===== src/rtl/hit_rate_counter.sv =====
// Hit counter per one-second window with a valid/ack report, a rolling sum and sticky overflow.
// Define HIT_SYNC_EN to pass i_hit through a 2-flop synchronizer (i_hit may then be asynchronous).
module hit_rate_counter #(
    parameter int CNT_W      = 16,
    parameter int HIST_DEPTH = 4,
    parameter int SUM_W      = CNT_W + $clog2(HIST_DEPTH)
) (
    input  logic             i_clk,
    input  logic             i_rst,
    input  logic             i_sec_pulse,
    input  logic             i_hit,
    input  logic             i_rd_ack,
    output logic [CNT_W-1:0] o_cnt,
    output logic             o_cnt_vld,
    output logic             o_win_sat,
    output logic [SUM_W-1:0] o_sum,
    output logic             o_hist_full,
    output logic             o_ovf
);

    localparam logic [CNT_W-1:0] CNT_MAX = {CNT_W{1'b1}};
    localparam int               FILL_W  = $clog2(HIST_DEPTH + 1);
    localparam logic [FILL_W-1:0] FILL_LAST = FILL_W'(HIST_DEPTH - 1);

    typedef enum logic {EMPTY, FULL} state_t;

    logic             hit_s;
    logic             hit_prev_reg;
    logic             hit_edge;
    logic [CNT_W-1:0] cnt_reg, cnt_next, cnt_final;
    logic             sat_reg, sat_next, sat_final;
    logic [CNT_W-1:0] out_cnt_reg;
    logic             out_sat_reg;
    logic [SUM_W-1:0] sum_reg;
    logic [FILL_W-1:0] fill_reg;
    logic             full_reg;
    logic             ovf_reg;
    logic             cnt_vld;
    state_t           state_reg, state_next;
    logic [CNT_W-1:0] hist_q [HIST_DEPTH];

`ifdef HIT_SYNC_EN
    logic [1:0] sync_reg;

    // Reset to 1 so a level already high at reset never looks like an edge.
    always_ff @(posedge i_clk) begin
        if (i_rst) sync_reg <= 2'b11;
        else       sync_reg <= {sync_reg[0], i_hit};
    end

    assign hit_s = sync_reg[1];
`else
    assign hit_s = i_hit;
`endif

    always_ff @(posedge i_clk) begin
        if (i_rst) hit_prev_reg <= 1'b1;
        else       hit_prev_reg <= hit_s;
    end

    assign hit_edge = hit_s & ~hit_prev_reg;

    // Final count includes an edge arriving in the same cycle as the tick.
    always_comb begin
        cnt_final = cnt_reg;
        sat_final = sat_reg;
        if (hit_edge) begin
            if (cnt_reg == CNT_MAX) sat_final = 1'b1;
            else                    cnt_final = cnt_reg + CNT_W'(1);
        end
    end

    always_comb begin
        cnt_next = cnt_final;
        sat_next = sat_final;
        if (i_sec_pulse) begin
            cnt_next = '0;
            sat_next = 1'b0;
        end
    end

    always_ff @(posedge i_clk) begin
        if (i_rst) begin
            cnt_reg <= '0;
            sat_reg <= 1'b0;
        end else begin
            cnt_reg <= cnt_next;
            sat_reg <= sat_next;
        end
    end

    // History shift register; entry 0 is the newest report.
    generate
        for (genvar gi = 0; gi < HIST_DEPTH; gi++) begin : g_hist
            logic [CNT_W-1:0] ent_reg;
            logic [CNT_W-1:0] ent_in;

            if (gi == 0) begin : g_head
                assign ent_in = cnt_final;
            end else begin : g_tail
                assign ent_in = hist_q[gi-1];
            end

            always_ff @(posedge i_clk) begin
                if (i_rst)            ent_reg <= '0;
                else if (i_sec_pulse) ent_reg <= ent_in;
            end

            assign hist_q[gi] = ent_reg;
        end
    endgenerate

    always_ff @(posedge i_clk) begin
        if (i_rst) begin
            out_cnt_reg <= '0;
            out_sat_reg <= 1'b0;
            sum_reg     <= '0;
            fill_reg    <= '0;
            full_reg    <= 1'b0;
        end else if (i_sec_pulse) begin
            out_cnt_reg <= cnt_final;
            out_sat_reg <= sat_final;
            sum_reg     <= sum_reg + SUM_W'(cnt_final) - SUM_W'(hist_q[HIST_DEPTH-1]);
            if (!full_reg) fill_reg <= fill_reg + FILL_W'(1);
            if (fill_reg == FILL_LAST) full_reg <= 1'b1;
        end
    end

    always_ff @(posedge i_clk) begin
        if (i_rst) state_reg <= EMPTY;
        else       state_reg <= state_next;
    end

    always_comb begin
        state_next = state_reg;
        case (state_reg)
            EMPTY:   if (i_sec_pulse) state_next = FULL;
            FULL:    if (i_rd_ack && !i_sec_pulse) state_next = EMPTY;
            default: state_next = EMPTY;
        endcase
    end

    always_comb begin
        cnt_vld = (state_reg == FULL);
    end

    // Overwrite of an unacknowledged report is sticky until reset.
    always_ff @(posedge i_clk) begin
        if (i_rst)
            ovf_reg <= 1'b0;
        else if (i_sec_pulse && state_reg == FULL && !i_rd_ack)
            ovf_reg <= 1'b1;
    end

    assign o_cnt       = out_cnt_reg;
    assign o_cnt_vld   = cnt_vld;
    assign o_win_sat   = out_sat_reg;
    assign o_sum       = sum_reg;
    assign o_hist_full = full_reg;
    assign o_ovf       = ovf_reg;

endmodule

===== config.mk =====
export PLATFORM = sky130hd
export DESIGN_NAME = hit_rate_counter
export DESIGN_NICKNAME = d
export VERILOG_FILES = /design/src/rtl/hit_rate_counter.sv
export SDC_FILE = /design/constraint.sdc
export NUM_CORES = 1
export LEC_CHECK = 0
export ABC_AREA = 1
export BUFFER_PORTS_ARGS = -buffer_cell sky130_fd_sc_hd__buf_2
export CAP_MARGIN = 25
export CORE_MARGIN = 5
export CORE_UTILIZATION = 60
export CTS_CLUSTER_DIAMETER = 120
export DETAILED_ROUTE_END_ITERATION = 10
export PLACE_DENSITY = 0.8
export SYNTH_ARGS = -nofsm -noshare
export SYNTH_HDL_FRONTEND = slang
export SYNTH_SLANG_ARGS = --single-unit

===== constraint.sdc =====
create_clock -name i_clk -period 3.5 [get_ports i_clk]
set_clock_uncertainty 0.05 [all_clocks]
set_input_delay 0 -clock i_clk [delete_from_list [all_inputs] [get_ports i_clk]]
set_output_delay 0 -clock i_clk [all_outputs]
set_load 0.05 [all_outputs]

==> flow_results.org <==
** Status
- Result of the run :: complete, no violations

** Power
- Ratio of total power to cell area :: 609 mW/mm²
- Leakage :: 2.84 nW
- Final total power :: about 3.7 mW
- Max IR drop VDD :: 0.000437 V

** Routing
- In the routed layout, each cell is associated on average with a via count of 5.34.
- Total number of vias :: 4,674
- Mean routed wirelength per cell :: 14.3 µm
- For this run, design rule violations remaining after detail routing come to 0.
- 1st-iter DRT viols :: 228
- The pre-antenna-repair detailed-routing pass consisted of 5 iterations.
- For this block, the routed nets add up to 12.6 mm of wire.
- The detail route stage leaves a number of antenna-violating nets equal to 0.

** Yosys
- Cell taking the most area after synthesis :: sky130_fd_sc_hd__dfxtp_1
- Synth top area share :: 0.399
- In the post-synthesis netlist, the biggest area contributors are sky130_fd_sc_hd__dfxtp_1 40%, sky130_fd_sc_hd__nand2_1 10%, sky130_fd_sc_hd__inv_1 10%.
- Total of flip-flops plus latches after synthesis :: 107
- Netlist area before placement :: 0.00537 mm²
- Of the synthesized area, sequential elements account for 0.399.
- Number of distinct library cells after synthesis :: 36
- In the synthesized netlist the dominant register cell turns out to be sky130_fd_sc_hd__dfxtp_1.
- Post-Synthesis Mean Instance Area :: 7.45 µm²
- Number of synthesized flops with an enable pin :: 0
- Share of flip-flops with an asynchronous set or reset :: 0
- For this run, the number of Yosys warnings is 0.
- Number of nets produced by synthesis :: between 700 and 800
- Post-Synthesis Cells :: 720

** Timing
- Max Fclk :: 0.299 GHz
- Final period utilization :: 0.955
- The final max-slew violation count was 0.
- Actual slew at the worst max-slew pin :: 0.795 ns
- Setup_tns :: 0 ns
- Headroom to the max-slew limit came out at 0.469.
- For the finished layout, the period the worst path requires is around 3.3 ns.
- Final setup violating endpoints :: 0
- The number of hold-slack violations in the final timing report is 0.

** Placement
- HPWL Detailed :: 8.93 mm
- Number of buffers added on ports :: 42
- Routability congestion estimate from global placement :: 0.906

** GRT
- Global-route usage over all layers :: 0.228
- The via count of the first global-routing pass is 4,441.
- First-pass GRT wire length :: 20.6 mm
- Maximum number of pins on one net before global-route repair :: 50
- Initial antenna violation count :: 0
- Summed over all layers, the global routing overflow is 0.

** CTS
- The later pin in the worst-skew pair is clocked with a latency of 0.38 ns.
- Number of buffers created by CTS :: 9
- Number of buffers on the longest clock path :: 2
- CTS tree :: built
- Clock tree sinks :: 107
- Clock-pin slew was measured on the worst setup and hold paths at 0.11 ns.
- The H-tree was split into 3 levels.
- The cell sitting at the root of the clock tree is a sky130_fd_sc_hd__clkbuf_8.

** Worst setup path
- CP Data Arrival Time :: roughly 3.6 ns
- Flop-to-flop setup slack :: ~0.16 ns
- Maximum fanout encountered on the critical timing path :: 7
- At the worst endpoint, the required time is about 3.7 ns.
- The critical path is of the register to register type.
- STA classifies the critical path startpoint as a register.
- Worst r2r path cells :: 23
- Capturing element type of the critical path :: register

** Floorplanning
- Initial core utilization :: 0.615
- The die is between 100 and 150 µm tall.
- The die covers 0.0109 mm².
- Die Wd :: 105 µm
- Pin placement for this block handled 43 I/O pins.
- Core region area :: 0.00872 mm²
- The initialized floorplan defines 34 standard-cell rows.

** Min path
- Counting instances, the worst hold path has a depth of 2.
- The min-delay analysis places its worst path in the category primary input to register.

** Layout
- Layout filler cell count :: between 700 and 800
- Net total in the final layout :: 805
- Sequential standard cell area :: 0.00214 mm²
- Flip-flop count of the largest register, all copies and words added :: 48
- Of the cells placed in the final design, the portion with a size suffix greater than 1 is 0.164.
- Inserted Diodes :: 0
- End-of-flow core utilization :: 0.696
- Post-synthesis to final-layout area growth :: 13.2%
- Multi-input logic area :: 0.00271 mm²

** Job
- Max capacitance violation total :: 0
final cells by class:
| type | count | area share |
|---|---|---|
| Inverter | 148 | 0.0915 |
| Clock inverter | 7 | 0.0111 |
| Sequential cell | 107 | 0.353 |
| Tap cell | 108 | 0.0223 |
| Timing Repair Buffer | 55 | 0.0544 |
| Clock buffer | 9 | 0.0204 |
| Multi-Input combinational cell | 442 | 0.447 |
critical path, stage by stage (launching register included):
cell,delay (ns)
sky130_fd_sc_hd__dfxtp_1,0.38
sky130_fd_sc_hd__nand2_1,0.11
sky130_fd_sc_hd__nor2_2,0.13
sky130_fd_sc_hd__nand2_1,0.11
sky130_fd_sc_hd__inv_2,0.15
sky130_fd_sc_hd__nand4_4,0.14
sky130_fd_sc_hd__nand2_1,0.09
sky130_fd_sc_hd__nand2_1,0.05
sky130_fd_sc_hd__nand2_1,0.11
sky130_fd_sc_hd__inv_1,0.09
sky130_fd_sc_hd__fa_1,0.51
sky130_fd_sc_hd__inv_1,0.04
sky130_fd_sc_hd__ha_1,0.37
sky130_fd_sc_hd__nand2_1,0.10
sky130_fd_sc_hd__nand2_1,0.08
sky130_fd_sc_hd__nand2_1,0.05
sky130_fd_sc_hd__nand2_1,0.07
sky130_fd_sc_hd__nand2_1,0.06
sky130_fd_sc_hd__nand3_2,0.13
sky130_fd_sc_hd__nand2_2,0.09
sky130_fd_sc_hd__nand3_1,0.07
sky130_fd_sc_hd__nand2_1,0.05
sky130_fd_sc_hd__nor2_1,0.13
sky130_fd_sc_hd__nor2_1,0.05
power by group:
| part | leakage, nW | switching (mW) | internal (mW) |
|---|---|---|---|
| Sequential | 0.869 | 0.0584 | 1.28 |
| Clock | 0.0993 | 0.456 | 0.278 |
| Combinational | 1.87 | 1.07 | 0.555 |
metrics by stage:
step | instances | hold slack (ns) | area, µm² | setup WS, ns
2_1_floorplan | 720 | 0.0548 | 5370 | 0.284
3_3_place_gp | 855 | 0.177 | 5680 | 0.147
3_5_place_dp | 855 | 0.188 | 5680 | 0.0431
4_1_cts | 875 | 0.0553 | 5910 | 0.0214
5_1_grt | 876 | 0.0997 | 6070 | -0.0540
6_report | 876 | 0.0765 | 6070 | 0.157
cells in the mapped netlist, types with 4 or more instances:
cell                       count
sky130_fd_sc_hd__a21oi_1      23
sky130_fd_sc_hd__buf_2         7
sky130_fd_sc_hd__clkbuf_1     14
sky130_fd_sc_hd__dfxtp_1     107
sky130_fd_sc_hd__fa_1         16
sky130_fd_sc_hd__ha_1         21
sky130_fd_sc_hd__inv_1       143
sky130_fd_sc_hd__inv_2         5
sky130_fd_sc_hd__nand2_1     149
sky130_fd_sc_hd__nand2_2       5
sky130_fd_sc_hd__nand3_1      41
sky130_fd_sc_hd__nor2_1       61
sky130_fd_sc_hd__nor3_1        4
sky130_fd_sc_hd__o21ai_0      37
sky130_fd_sc_hd__o21ai_1       6
sky130_fd_sc_hd__o22ai_1      38
sky130_fd_sc_hd__xnor2_1       4
sky130_fd_sc_hd__xor2_1        8
placed cells by master (no fill, tap or decap), drive strengths merged, types with 8 or more instances in the layout:
| cell type | count |
|---|---|
| dfxtp | 107 |
| ha | 21 |
| nand2 | 157 |
| o22ai | 38 |
| a21oi | 23 |
| fa | 16 |
| o21ai | 46 |
| nor2 | 66 |
| nand3 | 43 |
| xor2 | 8 |
| buf | 51 |
| clkbuf | 9 |
| inv | 151 |
layer usage:
metal | up-vias | GRT usage | routed length (µm)
met5 | - | 0 | 0
met2 | 142 | 0.370 | 5940
met3 | 33 | 0.0425 | 630
li1 | 2339 | - | -
met1 | 2160 | 0.298 | 5580
met4 | 0 | 0.0944 | 402
repair_timing:
| item | 4_1_cts | 5_1_grt |
|---|---|---|
| endpoints found under the hold margin | 4 | 0 |
| buffers inserted | 0 | 1 |
| gates resized for setup | 0 | 41 |
| setup endpoints to repair | 0 | 13 |
| hold buffers | 4 | 0 |
kinds of logic after synthesis:
| family | after synthesis | synth area share |
|---|---|---|
| XOR/XNOR | 12 | 0.0196 |
| AND/OR/NAND/NOR | 278 | 0.227 |
| adder cells (fa/ha/maj) | 37 | 0.109 |
| AO/OA/AOI/OAI | 115 | 0.122 |
| flip-flops | 107 | 0.399 |
| buffers and inverters | 171 | 0.123 |
path summary, 6_finish.rpt:
path / start / endpoint
max: cnt_reg[12] / o_sum[13]
min: i_sec_pulse / o_sum[5]
max reg2reg: cnt_reg[12] / o_sum[13]
min reg2reg: o_cnt[9] / o_cnt[9]
(Power assumes the default switching activity.)
